### config.mk
export PLATFORM = sky130hd
export DESIGN_NAME = serial_addsub_n
export DESIGN_NICKNAME = d
export VERILOG_FILES = /design/src/rtl/serial_addsub_n.sv
export SDC_FILE = /design/constraint.sdc
export NUM_CORES = 1
export LEC_CHECK = 0
export CAP_MARGIN = 30
export CELL_PAD_IN_SITES_DETAIL_PLACEMENT = 0
export CELL_PAD_IN_SITES_GLOBAL_PLACEMENT = 1
export CORE_ASPECT_RATIO = 1.2
export CORE_MARGIN = 5
export CORE_UTILIZATION = 42
export CTS_CLUSTER_SIZE = 24
export DETAILED_ROUTE_END_ITERATION = 10
export GPL_TIMING_DRIVEN = 1
export PLACE_DENSITY_LB_ADDON = 0.1
export SYNTH_ARGS = -nofsm -noshare
export SYNTH_HDL_FRONTEND = slang
export SYNTH_SLANG_ARGS = --single-unit
export TNS_END_PERCENT = 5
### constraint.sdc
create_clock -name clk -period 3 [get_ports clk]
set_input_delay 0.3 -clock clk [delete_from_list [all_inputs] [get_ports clk]]
set_output_delay 0.3 -clock clk [all_outputs]
set_load 0.05 [all_outputs]
### src/rtl/serial_addsub_n.sv
// Bit-serial adder/subtractor: processes BPC bits per clock through a ripple
// slice until WIDTH bits are done, then reports result, carry and overflow.
module serial_addsub_n #(
  parameter int WIDTH = 8,
  parameter int BPC   = 1
) (
  input  logic             clk,
  input  logic             rst,
  input  logic             start,
  input  logic             sub,
  input  logic [WIDTH-1:0] a,
  input  logic [WIDTH-1:0] b,
  output logic [WIDTH-1:0] c,
  output logic             cout,
  output logic             ovf,
  output logic             busy,
  output logic             done
);

  localparam int NSTEP = WIDTH / BPC;
  localparam int CW    = $clog2(NSTEP + 1);
  localparam logic [CW-1:0] LAST = CW'(NSTEP - 1);

  generate
    if (WIDTH < 2 || BPC < 1 || (WIDTH % BPC) != 0) begin : g_bad_param
      $error("serial_addsub_n: WIDTH must be >= 2 and divisible by BPC");
    end
  endgenerate

  typedef enum logic {IDLE, RUN} state_t;

  state_t           state, next_state;
  logic [WIDTH-1:0] a_reg, b_reg, sum_reg, new_sum;
  logic             carry;
  logic [CW-1:0]    cnt;
  logic             accept, finish;
  logic [BPC:0]     ch;
  logic [BPC-1:0]   s;

  // Ripple chain across the BPC low bits of the shifting operands.
  always_comb begin
    ch    = '0;
    s     = '0;
    ch[0] = carry;
    for (int i = 0; i < BPC; i++) begin
      s[i]    = a_reg[i] ^ b_reg[i] ^ ch[i];
      ch[i+1] = (a_reg[i] & b_reg[i]) | (ch[i] & (a_reg[i] ^ b_reg[i]));
    end
  end

  // Sum bits enter from the top so the LSB chunk ends up at bit 0.
  generate
    if (BPC == WIDTH) begin : g_full
      assign new_sum = s;
    end else begin : g_shift
      assign new_sum = {s, sum_reg[WIDTH-1:BPC]};
    end
  endgenerate

  // NOTE: sequential state uses non-blocking (<=) so every register samples
  // pre-edge values, independent of statement order.
  always_ff @(posedge clk) begin
    if (!rst) state <= IDLE;
    else      state <= next_state;
  end

  // NOTE: every signal gets a default before the case so no latch is inferred.
  always_comb begin
    next_state = state;
    accept     = 1'b0;
    finish     = 1'b0;
    case (state)
      IDLE: if (start) begin
        accept     = 1'b1;
        next_state = RUN;
      end
      RUN: if (cnt == LAST) begin
        finish     = 1'b1;
        next_state = IDLE;
      end
      default: next_state = IDLE;
    endcase
  end

  // NOTE: datapath registers are all cleared on reset so an aborted operation
  // leaves no stale operand or partial sum behind.
  always_ff @(posedge clk) begin
    if (!rst) begin
      a_reg   <= '0;
      b_reg   <= '0;
      sum_reg <= '0;
      carry   <= 1'b0;
      cnt     <= '0;
      c       <= '0;
      cout    <= 1'b0;
      ovf     <= 1'b0;
      done    <= 1'b0;
    end else begin
      done <= finish;
      if (accept) begin
        a_reg   <= a;
        b_reg   <= sub ? ~b : b;
        carry   <= sub;
        sum_reg <= '0;
        cnt     <= '0;
      end else if (state == RUN) begin
        a_reg   <= a_reg >> BPC;
        b_reg   <= b_reg >> BPC;
        sum_reg <= new_sum;
        carry   <= ch[BPC];
        cnt     <= cnt + 1'b1;
        if (finish) begin
          // ch[BPC-1] is the carry into the MSB on the last step.
          c    <= new_sum;
          cout <= ch[BPC];
          ovf  <= ch[BPC-1] ^ ch[BPC];
        end
      end
    end
  end

  assign busy = (state == RUN);

endmodule
# == Word level (Yosys, flattened, before mapping) ==
# Index checks and enable logic that the tools add are counted.
# totals
reg_bits,41
input_bits,20
output_inout_bits,12
word_cells,38
# op_classes
n_addsub,1
eq_ne,1
n_mux,13
bitwise_logic,10
n_reduce_logical,3
# ops
op,n
two-way mux 8 bit,5
inverter 8 bit,1
two-way mux 1 bit,7
adder 4 x 1 -> 4 bit (second input constant),1
== test 4 x 3 -> 1 bit (second input constant),1
inverter 1 bit,3
AND reduction 3 bit,1
XOR 1 bit,3
bitwise AND 1 bit,2
case mux 1 bit (2 select lines),1
nonzero test 2 bit,1
OR reduction 2 bit,1
OR 1 bit,1

# == Longest topological paths before layout ==
# Gate-level depths: netlist (run 1).
# depth
word_depth,5
mapped_depth,5
mapped_depth_nobuf,4

# == Worst setup path after synthesis (run 1) ==
# OpenSTA, ideal clock, no wires.
# synth_timing
path_type,register to register
from,"register state, in the netlist busy"
to,register sum_reg[6]
setup_time_ns,0.117
arrival_time_ns,1.340
required_ns,2.883
setup_slack_ns,1.543
path_stages_with_launch,5
path_buffers,2
synth_period_minus_slack_ns,1.457
path_cell_list,dfxtp_1 -> buf_4 -> buf_4 -> mux2i_1 -> nor2_1
# synth_between
elab_chain_cells,2
# synth_lines
element,line_no,source
from (decl),32,"state_t state, next_state;"
from (signal assigned),64,else state <= next_state;
two-way mux 1 bit,72,case (state)
OR reduction 2 bit (no line),n/a,
to (signal assigned),109,sum_reg <= new_sum;
to (decl),33,"logic [WIDTH-1:0] a_reg, b_reg, sum_reg, new_sum;"
# Several ways; a longest one is shown, not always the timed one.
# A chain may end at the register's enable or synchronous reset.

# == Final worst setup path (run 1) ==
# layout_timing
from,"register state, in the netlist busy"
to,output busy
# layout_rtl
element,line_no,source
to (decl),16,"output logic busy,"
# No word-level cell between the ends.

==> results of run 1 <==
-- stage by stage --
step                      std cells  worst slack, ns  area [um2]
after CTS                       244            0.687        2050
after global placement          236            0.961        1960
after floorplan                 160             1.54        1640
final                           244            0.711        2050
after detailed placement        236            0.920        1960
after global routing            244            0.605        2050
-- routing by layer --
metal  global-route usage [%]  part of all wire (%)  up-vias
met4                     5.88                   2.0        0
met1                     13.8                    44      544
met5                        0                     0        -
li1                         -                     -      603
met3                     5.01                   5.8        7
met2                     20.0                    48       30
-- where the power goes --
group / switching, mW / internal [mW] / leakage [nW]
clock network: 0.184 / 0.162 / 0.0479
logic: 0.0540 / 0.0611 / 0.441
registers: 0.0162 / 0.551 / 0.326
total: 0.254 / 0.774 / 0.815
-- cell usage in the layout (no fill, tap or decap) --
| master | netlist | routed |
|---|---|---|
| sky130_fd_sc_hd__dfxtp_1 | 40 | 40 |
| sky130_fd_sc_hd__nand2_1 | 1 | 1 |
| sky130_fd_sc_hd__nand3_1 | 7 | 7 |
| sky130_fd_sc_hd__nor2_1 | 36 | 36 |
| sky130_fd_sc_hd__xor2_1 | 10 | 10 |
| sky130_fd_sc_hd__mux2_1 | 8 | 8 |
| sky130_fd_sc_hd__clkinv_4 | 0 | 1 |
| sky130_fd_sc_hd__clkdlybuf4s50_1 | 0 | 31 |
| sky130_fd_sc_hd__o31ai_1 | 7 | 7 |
| sky130_fd_sc_hd__nand4b_1 | 1 | 1 |
| sky130_fd_sc_hd__mux2i_1 | 17 | 17 |
| sky130_fd_sc_hd__buf_4 | 5 | 2 |
| sky130_fd_sc_hd__and2_1 | 1 | 1 |
| sky130_fd_sc_hd__inv_2 | 1 | 1 |
| sky130_fd_sc_hd__o21ai_1 | 1 | 1 |
| sky130_fd_sc_hd__inv_1 | 1 | 1 |
| sky130_fd_sc_hd__a22o_1 | 10 | 10 |
| sky130_fd_sc_hd__nand2b_1 | 1 | 1 |
| sky130_fd_sc_hd__nand4_1 | 1 | 1 |
| sky130_fd_sc_hd__o21a_1 | 1 | 1 |
| sky130_fd_sc_hd__clkinv_2 | 0 | 2 |
| sky130_fd_sc_hd__fa_1 | 1 | 1 |
| sky130_fd_sc_hd__clkbuf_8 | 0 | 5 |
| sky130_fd_sc_hd__a211oi_1 | 1 | 1 |
| sky130_fd_sc_hd__xnor2_1 | 2 | 2 |
| sky130_fd_sc_hd__ha_1 | 1 | 1 |
-- worst paths after layout --
| check | depth (start not counted) | startpoint | slack [ns] | end |
|---|---|---|---|---|
| worst min-delay path | 1 | c[4]$_SDFFE_PN0P_ | 0.48 | c[4]$_SDFFE_PN0P_ |
| worst max-delay path | 1 | busy$_SDFF_PN0_ | 0.71 | busy |
| worst min register to register | 1 | c[4]$_SDFFE_PN0P_ | 0.48 | c[4]$_SDFFE_PN0P_ |
| worst max register to register | 3 | busy$_SDFF_PN0_ | 1.12 | c[7]$_SDFFE_PN0P_ |
-- cells by family after synthesis --
family,Yosys count,share of synthesized area [%]
AO/OA/AOI/OAI,20,9.76
AND/OR/NAND/NOR,48,12.3
flip-flops,40,48.8
adder cells (fa/ha/maj),2,1.98
multiplexers,25,15.9
buffers and inverters,13,4.95
XOR/XNOR,12,6.40
-- area by class of cell --
cell class | instances | area, um2
clock buffer | 5 | 68.8
clock inverter | 3 | 18.8
fill | 371 | 1800
inverter | 2 | 7.51
multi-input combinational | 107 | 759
sequential | 40 | 801
tap | 54 | 67.6
timing repair buffer | 33 | 325
==> flow_summary.json, run 1 <==
{
  "post_drt_wl_per_cell_um": 12.2,
  "finish_stage_setup_viols": 0,
  "async_reset_ff_share_pct": 0,
  "yosys.area.top_type_share_pct": 48.8,
  "area.growth.synth_to_final_pct": 24.8,
  "peakVddDrop_mv": 0.297,
  "maximum_capacitance_violations": 0,
  "ys.flop_type": "sky130_fd_sc_hd__dfxtp_1",
  "yosysMostFrequentCell": "sky130_fd_sc_hd__dfxtp_1",
  "floorplan.core_area_mm2": 0.00385,
  "rows": 25,
  "final_core_utilization_pct": 53.2,
  "path_max_fanout": 15,
  "placement.io_buffers": 31,
  "p_leak_nw": 0.815,
  "cp_data_required_time_ns": 2.70,
  "grt_setup_unrepaired": "false",
  "share_of_final_layout_standard_cells_stronger_than_drive_strength_1_pct": 5.79,
  "first_global_vias": 1180,
  "dpl.hpwl_um": 2180,
  "worst_slew_pin_slew_ns": 0.714,
  "grt_antenna_before_repair": 0,
  "critical_path.n_buffers_inverters": 1,
  "die_outline_area_mm2": 0.00526,
  "number_of_iterations_in_the_first_detailed_routing_pass": 4,
  "maximum_number_of_pins_on_one_net_before_global_route_repair": 21,
  "cts-root-buf": "sky130_fd_sc_hd__clkbuf_8",
  "syn_area_per_cell_um2": 10.3,
  "fp.dieW_um": 67.1,
  "final_antenna_net_count": 0,
  "timing.final.hold_violations": 0,
  "kind_of_end_point_of_the_critical_path": "primary output",
  "critical-path-slowest-cell": "sky130_fd_sc_hd__clkdlybuf4s50_1",
  "maxClockFrequency_ghz": 0.437,
  "drc": 0,
  "cts_post_setup_buffers_inserted": 0,
  "number_of_cts_inserted_buffers": 5,
  "worstSetupStartpointType": "flop",
  "syn-instance-count": 160,
  "insertedDiodeCount": 0,
  "slew_headroom_pct": 52.3,
  "fin_hold_ws_ns": 0.482,
  "ios": 32,
  "clock_tree_buffer_depth": 2,
  "post_synth_num_cell_types": 24,
  "timing_max_transition_violations_final": 0,
  "clk-insertion-delay-late_ns": 0.29,
  "worst_hold_path_type": "reg -> reg",
  "cts_hold_bufs": 0,
  "cts-htree-levels": 2,
  "post-synth-top-area-cell": "sky130_fd_sc_hd__dfxtp_1",
  "first_pass_grt_wire_length_um": 4980,
  "seq_area_frac_synth_pct": 48.8,
  "routed-via-count": 1184,
  "synth_edf_count": 0,
  "critical-path-max-stage-delay_ns": 0.93,
  "reg_clk_slew_reported_paths_ns": 0.08,
  "power_density_mw_per_mm2": 502,
  "synth_top_cells_by_area": "sky130_fd_sc_hd__dfxtp_1 (49%), sky130_fd_sc_hd__mux2i_1 (10%), sky130_fd_sc_hd__nor2_1 (8.2%)",
  "cp_cell_sequence": "clkdlybuf4s50_1",
  "place.gp.congestion": 0.773,
  "synth.ff_latch_count": 40,
  "die_height_um": 78.5,
  "synth.net_count": 182,
  "finalCritPeriodShare_pct": 76.3,
  "cts_sinks": 40,
  "routed_via_density": 4.85,
  "worst-endpoint-arrival_ns": 1.99,
  "cts_tree": "done",
  "critical_path.top_delay_family": "buffers and inverters",
  "postRouteWirelength_um": 2980,
  "clock_skew_ns": 0.00335,
  "run_status": "complete, no violations",
  "nets": 211,
  "number_of_instances_resized_during_post_cts_repair": 0,
  "synthesis.area_mm2": 0.00164,
  "effective_utilization_at_floorplan_pct": 42.7,
  "most_numerous_cell_types_in_the_synthesized_netlist": "sky130_fd_sc_hd__dfxtp_1 (40), sky130_fd_sc_hd__nor2_1 (36), sky130_fd_sc_hd__mux2i_1 (17), sky130_fd_sc_hd__a22o_1 (10), sky130_fd_sc_hd__xor2_1 (10)",
  "first_iter_violations": 21,
  "setup-tns-final_ns": 0,
  "finalPower_mw": 1.03,
  "groute.usage.overall_pct": 12.4,
  "post-route-min-period_ns": 2.29,
  "grt.overflow.total": 0,
  "path_class": "reg -> out",
  "yosysWarnings": 0
}
No activity file was read; power rests on OpenSTA's default activity.
==> run 2: changes to the inputs <==
CORE_UTILIZATION = 35   (was 42)
clock period = 1.95 ns   (was 3 ns; I/O delays follow)
==> flow_summary.json, run 2 (synthesis gave the netlist of run 1 again) <==
{
  "postRouteWirelength_um": 3160,
  "worst-r2r-cell-count": 4,
  "min-delay-start": "c[6]$_SDFFE_PN0P_",
  "groute.usage.overall_pct": 11.2,
  "worstHoldPathCells": 1,
  "critical-path-max-stage-delay_ns": 0.82,
  "maximum_capacitance_violations": 0,
  "insertedDiodeCount": 0,
  "number_of_cts_inserted_buffers": 5,
  "timing_max_transition_violations_final": 0,
  "clock_power_share_pct": 42.2,
  "switching_fraction_pct": 20.8,
  "worst_hold_path_type": "reg -> reg",
  "p_leak_nw": 0.857,
  "share_comb_of_total_power_pct": 10.6,
  "finish_stage_setup_viols": 0,
  "clock_tree_buffer_depth": 2,
  "maximum_number_of_pins_on_one_net_before_global_route_repair": 22,
  "clock_skew_ns": 0.00299,
  "critical_path.top_delay_family": "buffers and inverters",
  "place.gp.congestion": 0.755,
  "setup-tns-final_ns": 0,
  "slew_headroom_pct": 66.0,
  "drc": 0,
  "seq_power_share_pct": 47.2,
  "number_of_iterations_in_the_first_detailed_routing_pass": 3,
  "timing.final.hold_violations": 0,
  "die_height_um": 85.0,
  "reg_clk_slew_reported_paths_ns": 0.07,
  "area.growth.synth_to_final_pct": 30.0,
  "intPower_mw": 1.45,
  "peakVddDrop_mv": 0.366,
  "worst-endpoint-arrival_ns": 1.45,
  "cp_data_required_time_ns": 1.75,
  "path_class": "reg -> out",
  "p_switching_uw": 382,
  "setup.reg_to_reg.worst_slack_ns": 0.57,
  "critical_path.n_buffers_inverters": 1,
  "power_density_mw_per_mm2": 860,
  "fp.dieW_um": 72.5,
  "share_of_final_layout_standard_cells_stronger_than_drive_strength_1_pct": 7.77,
  "number_of_instances_resized_during_post_cts_repair": 0,
  "post_drt_wl_per_cell_um": 12.6,
  "floorplan.core_area_mm2": 0.00456,
  "kind_of_end_point_of_the_critical_path": "primary output",
  "worstSetupStartpointType": "flop",
  "run_status": "complete, no violations",
  "mostFrequentLayoutCell": "sky130_fd_sc_hd__dfxtp_1",
  "instances_no_fill": 251,
  "rows": 27,
  "dpl.hpwl_um": 2310,
  "routed-via-count": 1190,
  "most_frequent_cells_in_the_layout": "sky130_fd_sc_hd__dfxtp_1 (40), sky130_fd_sc_hd__nor2_1 (36), sky130_fd_sc_hd__clkdlybuf4s50_1 (30), sky130_fd_sc_hd__mux2i_1 (17)",
  "finalCritPeriodShare_pct": 84.2,
  "placed_insts": 244,
  "cts_sinks": 40,
  "end_of_the_worst_hold_path": "c[6]$_SDFFE_PN0P_",
  "cts-root-buf": "sky130_fd_sc_hd__clkbuf_8",
  "nets": 215,
  "cts_tree": "done",
  "clk-insertion-delay-late_ns": 0.28,
  "cts-htree-levels": 2,
  "final_antenna_net_count": 0,
  "routed_via_density": 4.74,
  "cts_hold_bufs": 0,
  "finalPower_mw": 1.83,
  "ios": 32,
  "first_global_vias": 1183,
  "grt_antenna_before_repair": 0,
  "grt.overflow.total": 0,
  "path_max_fanout": 2,
  "die_outline_area_mm2": 0.00617,
  "worst_slew_pin_slew_ns": 0.509,
  "r2r-start": "cnt[0]$_SDFFE_PP0P_",
  "cp_cell_sequence": "clkdlybuf4s50_1",
  "worst_r2r_endpoint": "c[2]$_SDFFE_PN0P_",
  "critical-path-slowest-cell": "sky130_fd_sc_hd__clkdlybuf4s50_1",
  "grt_setup_unrepaired": "false",
  "post-route-min-period_ns": 1.64,
  "effective_utilization_at_floorplan_pct": 36.0,
  "cts_post_setup_buffers_inserted": 0,
  "layout.filler_cells": 438,
  "placement.io_buffers": 31,
  "maxClockFrequency_ghz": 0.609,
  "first_iter_violations": 35,
  "first_pass_grt_wire_length_um": 5430
}
[run 2: layout make-up]
class | instances | area [um2] | area share (%)
sequential | 40 | 801 | 37.5
multi-input combinational | 107 | 759 | 35.6
timing repair buffer | 37 | 365 | 17.1
tap | 58 | 72.6 | 3.40
clock buffer | 5 | 68.8 | 3.22
clock inverter | 2 | 60.1 | 2.81
inverter | 2 | 7.51 | 0.352
[run 2: routing by layer]
| metal | up-vias | track usage [%] | share of wire [%] | routed length (um) |
|---|---|---|---|---|
| met5 | - | 0 | 0 | 0 |
| li1 | 613 | - | - | - |
| met2 | 24 | 17.9 | 47 | 1480 |
| met1 | 547 | 13.3 | 46 | 1440 |
| met4 | 0 | 5.03 | 1.9 | 60 |
| met3 | 6 | 4.15 | 5.5 | 173 |
[run 2: power groups by stage]
stage,combinational [mW],clock [mW],sequential (mW)
after CTS,0.199,0.800,0.865
after detailed placement,0.198,0,0.884
after global routing,0.214,0.832,0.868
after global placement,0.194,0,0.883
final,0.195,0.774,0.865
after floorplan,0.126,0,0.885
[run 2: how the worst max path moves through the flow]
| stage | endpoint | start | depth (start not counted) |
|---|---|---|---|
| 4_1_cts | c[2] | c[2]$_SDFFE_PN0P_ | 1 |
| 2_1_floorplan | sum_reg[6]$_SDFFE_PP0P_ | busy$_SDFF_PN0_ | 4 |
| 5_1_grt | c[2] | c[2]$_SDFFE_PN0P_ | 1 |
| 3_3_place_gp | b_reg[0]$_SDFFE_PN0P_ | sub | 4 |
| 3_5_place_dp | cnt[0]$_SDFFE_PP0P_ | start | 6 |
| 6_report | c[2] | c[2]$_SDFFE_PN0P_ | 1 |
[run 2: through the flow]
step / worst slack [ns] / instance area [um2] / hold slack [ns] / utilization [%]
4_1_cts: 0.286 / 2130 / 0.486 / 46.8
6_report: 0.308 / 2130 / 0.480 / 46.8
3_3_place_gp: 0.358 / 2010 / 0.463 / 44.0
3_5_place_dp: 0.317 / 2010 / 0.467 / 44.0
2_1_floorplan: 0.493 / 1640 / 0.342 / -
5_1_grt: 0.253 / 2130 / 0.502 / 46.8
==> run 3: changes to the inputs <==
clock period = 1.3 ns   (was 1.95 ns; I/O delays follow)
==> flow_summary.json, run 3 (synthesis gave the netlist of run 1 again) <==
{
  "post_drt_wl_per_cell_um": 11.7,
  "die_height_um": 85.0,
  "place.gp.congestion": 0.748,
  "maxClockFrequency_ghz": 0.808,
  "cp_data_required_time_ns": 1.48,
  "placed_insts": 258,
  "path_class": "reg -> reg",
  "layout.filler_cells": 421,
  "peakVddDrop_mv": 0.642,
  "run_status": "complete, no violations",
  "ios": 32,
  "cts_sinks": 40,
  "effective_utilization_at_floorplan_pct": 36.0,
  "placement.io_buffers": 31,
  "maximum_number_of_pins_on_one_net_before_global_route_repair": 14,
  "timing_max_transition_violations_final": 0,
  "final_core_utilization_pct": 51.7,
  "instances_no_fill": 266,
  "kind_of_end_point_of_the_critical_path": "flop",
  "grt_antenna_before_repair": 0,
  "finalPower_mw": 2.42,
  "routed_via_density": 4.64,
  "post-route-min-period_ns": 1.24,
  "clock_tree_buffer_depth": 2,
  "p_leak_nw": 0.969,
  "postLayoutSetupSlackWorst_ns": 0.0624,
  "reg_clk_slew_reported_paths_ns": 0.08,
  "share_of_final_layout_standard_cells_stronger_than_drive_strength_1_pct": 23.1,
  "most_frequent_cells_in_the_layout": "sky130_fd_sc_hd__dfxtp_1 (37), sky130_fd_sc_hd__nor2_1 (36), sky130_fd_sc_hd__clkdlybuf4s50_1 (19), sky130_fd_sc_hd__buf_4 (18), sky130_fd_sc_hd__mux2i_1 (17)",
  "insertedDiodeCount": 0,
  "groute.usage.overall_pct": 10.6,
  "number_of_cts_inserted_buffers": 5,
  "slew_headroom_pct": 85.4,
  "fp.dieW_um": 72.5,
  "routed-via-count": 1233,
  "maximum_capacitance_violations": 0,
  "power_density_mw_per_mm2": 1030,
  "final_antenna_net_count": 0,
  "worstSetupStartpointType": "flop",
  "cts_post_setup_buffers_inserted": 0,
  "timing.final.hold_violations": 0,
  "first_iter_violations": 29,
  "grt.overflow.total": 0,
  "first_pass_grt_wire_length_um": 5180,
  "rows": 27,
  "dpl.hpwl_um": 2430,
  "die_outline_area_mm2": 0.00617,
  "design_area_mm2": 0.00236,
  "postRouteWirelength_um": 3110,
  "worst_slew_pin_slew_ns": 0.217,
  "worst-endpoint-arrival_ns": 1.42,
  "first_global_vias": 1208,
  "drc": 0,
  "cts-root-buf": "sky130_fd_sc_hd__clkbuf_8",
  "worst_hold_path_type": "in -> reg",
  "nets": 229,
  "clock_skew_ns": 0.00515,
  "dp_slack_ns": -0.151,
  "floorplan.core_area_mm2": 0.00456,
  "cts-htree-levels": 2,
  "path_max_fanout": 10,
  "clk-insertion-delay-late_ns": 0.29,
  "ff_latch_area_um2": 805,
  "mostFrequentLayoutCell": "sky130_fd_sc_hd__dfxtp_1",
  "grt_setup_unrepaired": "false",
  "dpl-instance-area_mm2": 0.00225,
  "cts_tree": "done",
  "finalCritPeriodShare_pct": 95.2,
  "area.growth.synth_to_final_pct": 43.6,
  "number_of_iterations_in_the_first_detailed_routing_pass": 4,
  "multi_input_gate_area_um2": 779,
  "cts_hold_bufs": 0,
  "finish_stage_setup_viols": 0
}
## run 3: changes by cell type in the layout (fill, tap and decap cells not counted), moves of 2 or more
cell | previous run | this run
sky130_fd_sc_hd__bufinv_16 | 2 | 0
sky130_fd_sc_hd__clkdlybuf4s50_1 | 30 | 19
sky130_fd_sc_hd__dfxtp_2 | 0 | 3
sky130_fd_sc_hd__dfxtp_1 | 40 | 37
sky130_fd_sc_hd__clkinv_2 | 0 | 2
sky130_fd_sc_hd__buf_12 | 1 | 14
sky130_fd_sc_hd__buf_4 | 6 | 18
## run 3: cell type report
class | count | area share (%)
clock inverter | 3 | 0.796
tap | 58 | 3.08
multi-input combinational | 107 | 33.1
sequential | 40 | 34.1
inverter | 2 | 0.318
timing repair buffer | 51 | 25.7
clock buffer | 5 | 2.92
## run 3: metal layers
layer | GRT usage [%] | vias up | routed length [um] | part of all wire [%]
met5 | 0 | - | 0 | 0
met4 | 4.03 | 0 | 51 | 1.6
met3 | 4.15 | 5 | 172 | 5.5
met2 | 18.5 | 25 | 1510 | 48
met1 | 11.4 | 561 | 1380 | 44
li1 | - | 642 | - | -
## run 3: final timing paths
kind / start / end / slack [ns] / depth (start not counted)
min: a[7] / a_reg[7]$_SDFFE_PN0P_ / 0.46 / 3
max reg2reg: cnt[0]$_SDFFE_PP0P_ / ovf$_SDFFE_PN0P_ / 0.06 / 5
min reg2reg: sum_reg[1]$_SDFFE_PP0P_ / c[0]$_SDFFE_PN0P_ / 0.49 / 1
max: cnt[0]$_SDFFE_PP0P_ / ovf$_SDFFE_PN0P_ / 0.06 / 5
## run 3: report_power, final
part	internal, mW	switching, mW	leakage [nW]	total (mW)
sequential	1.27	0.0284	0.327	1.30
clock	0.373	0.417	0.0479	0.791
combinational	0.188	0.146	0.595	0.334
## run 3: through the flow
stage,setup TNS [ns],hold WS [ns]
4_1_cts,0,0.464
3_3_place_gp,-1.60,0.457
3_5_place_dp,-2.64,0.466
2_1_floorplan,0,0.277
5_1_grt,0,0.479
6_report,0,0.464
## run 3: timing repair
item                       4_1_cts  5_1_grt
setup endpoints to repair       10       10
gates resized for setup          4        3
pin swaps                        1        0
## run 3: worst max-delay path, stage by stage (launching register included)
cell and delay [ns]:
sky130_fd_sc_hd__dfxtp_2 0.36, sky130_fd_sc_hd__ha_4 0.14, sky130_fd_sc_hd__nand4b_1 0.11, sky130_fd_sc_hd__and2_4 0.17
sky130_fd_sc_hd__buf_12 0.13, sky130_fd_sc_hd__a22o_1 0.22
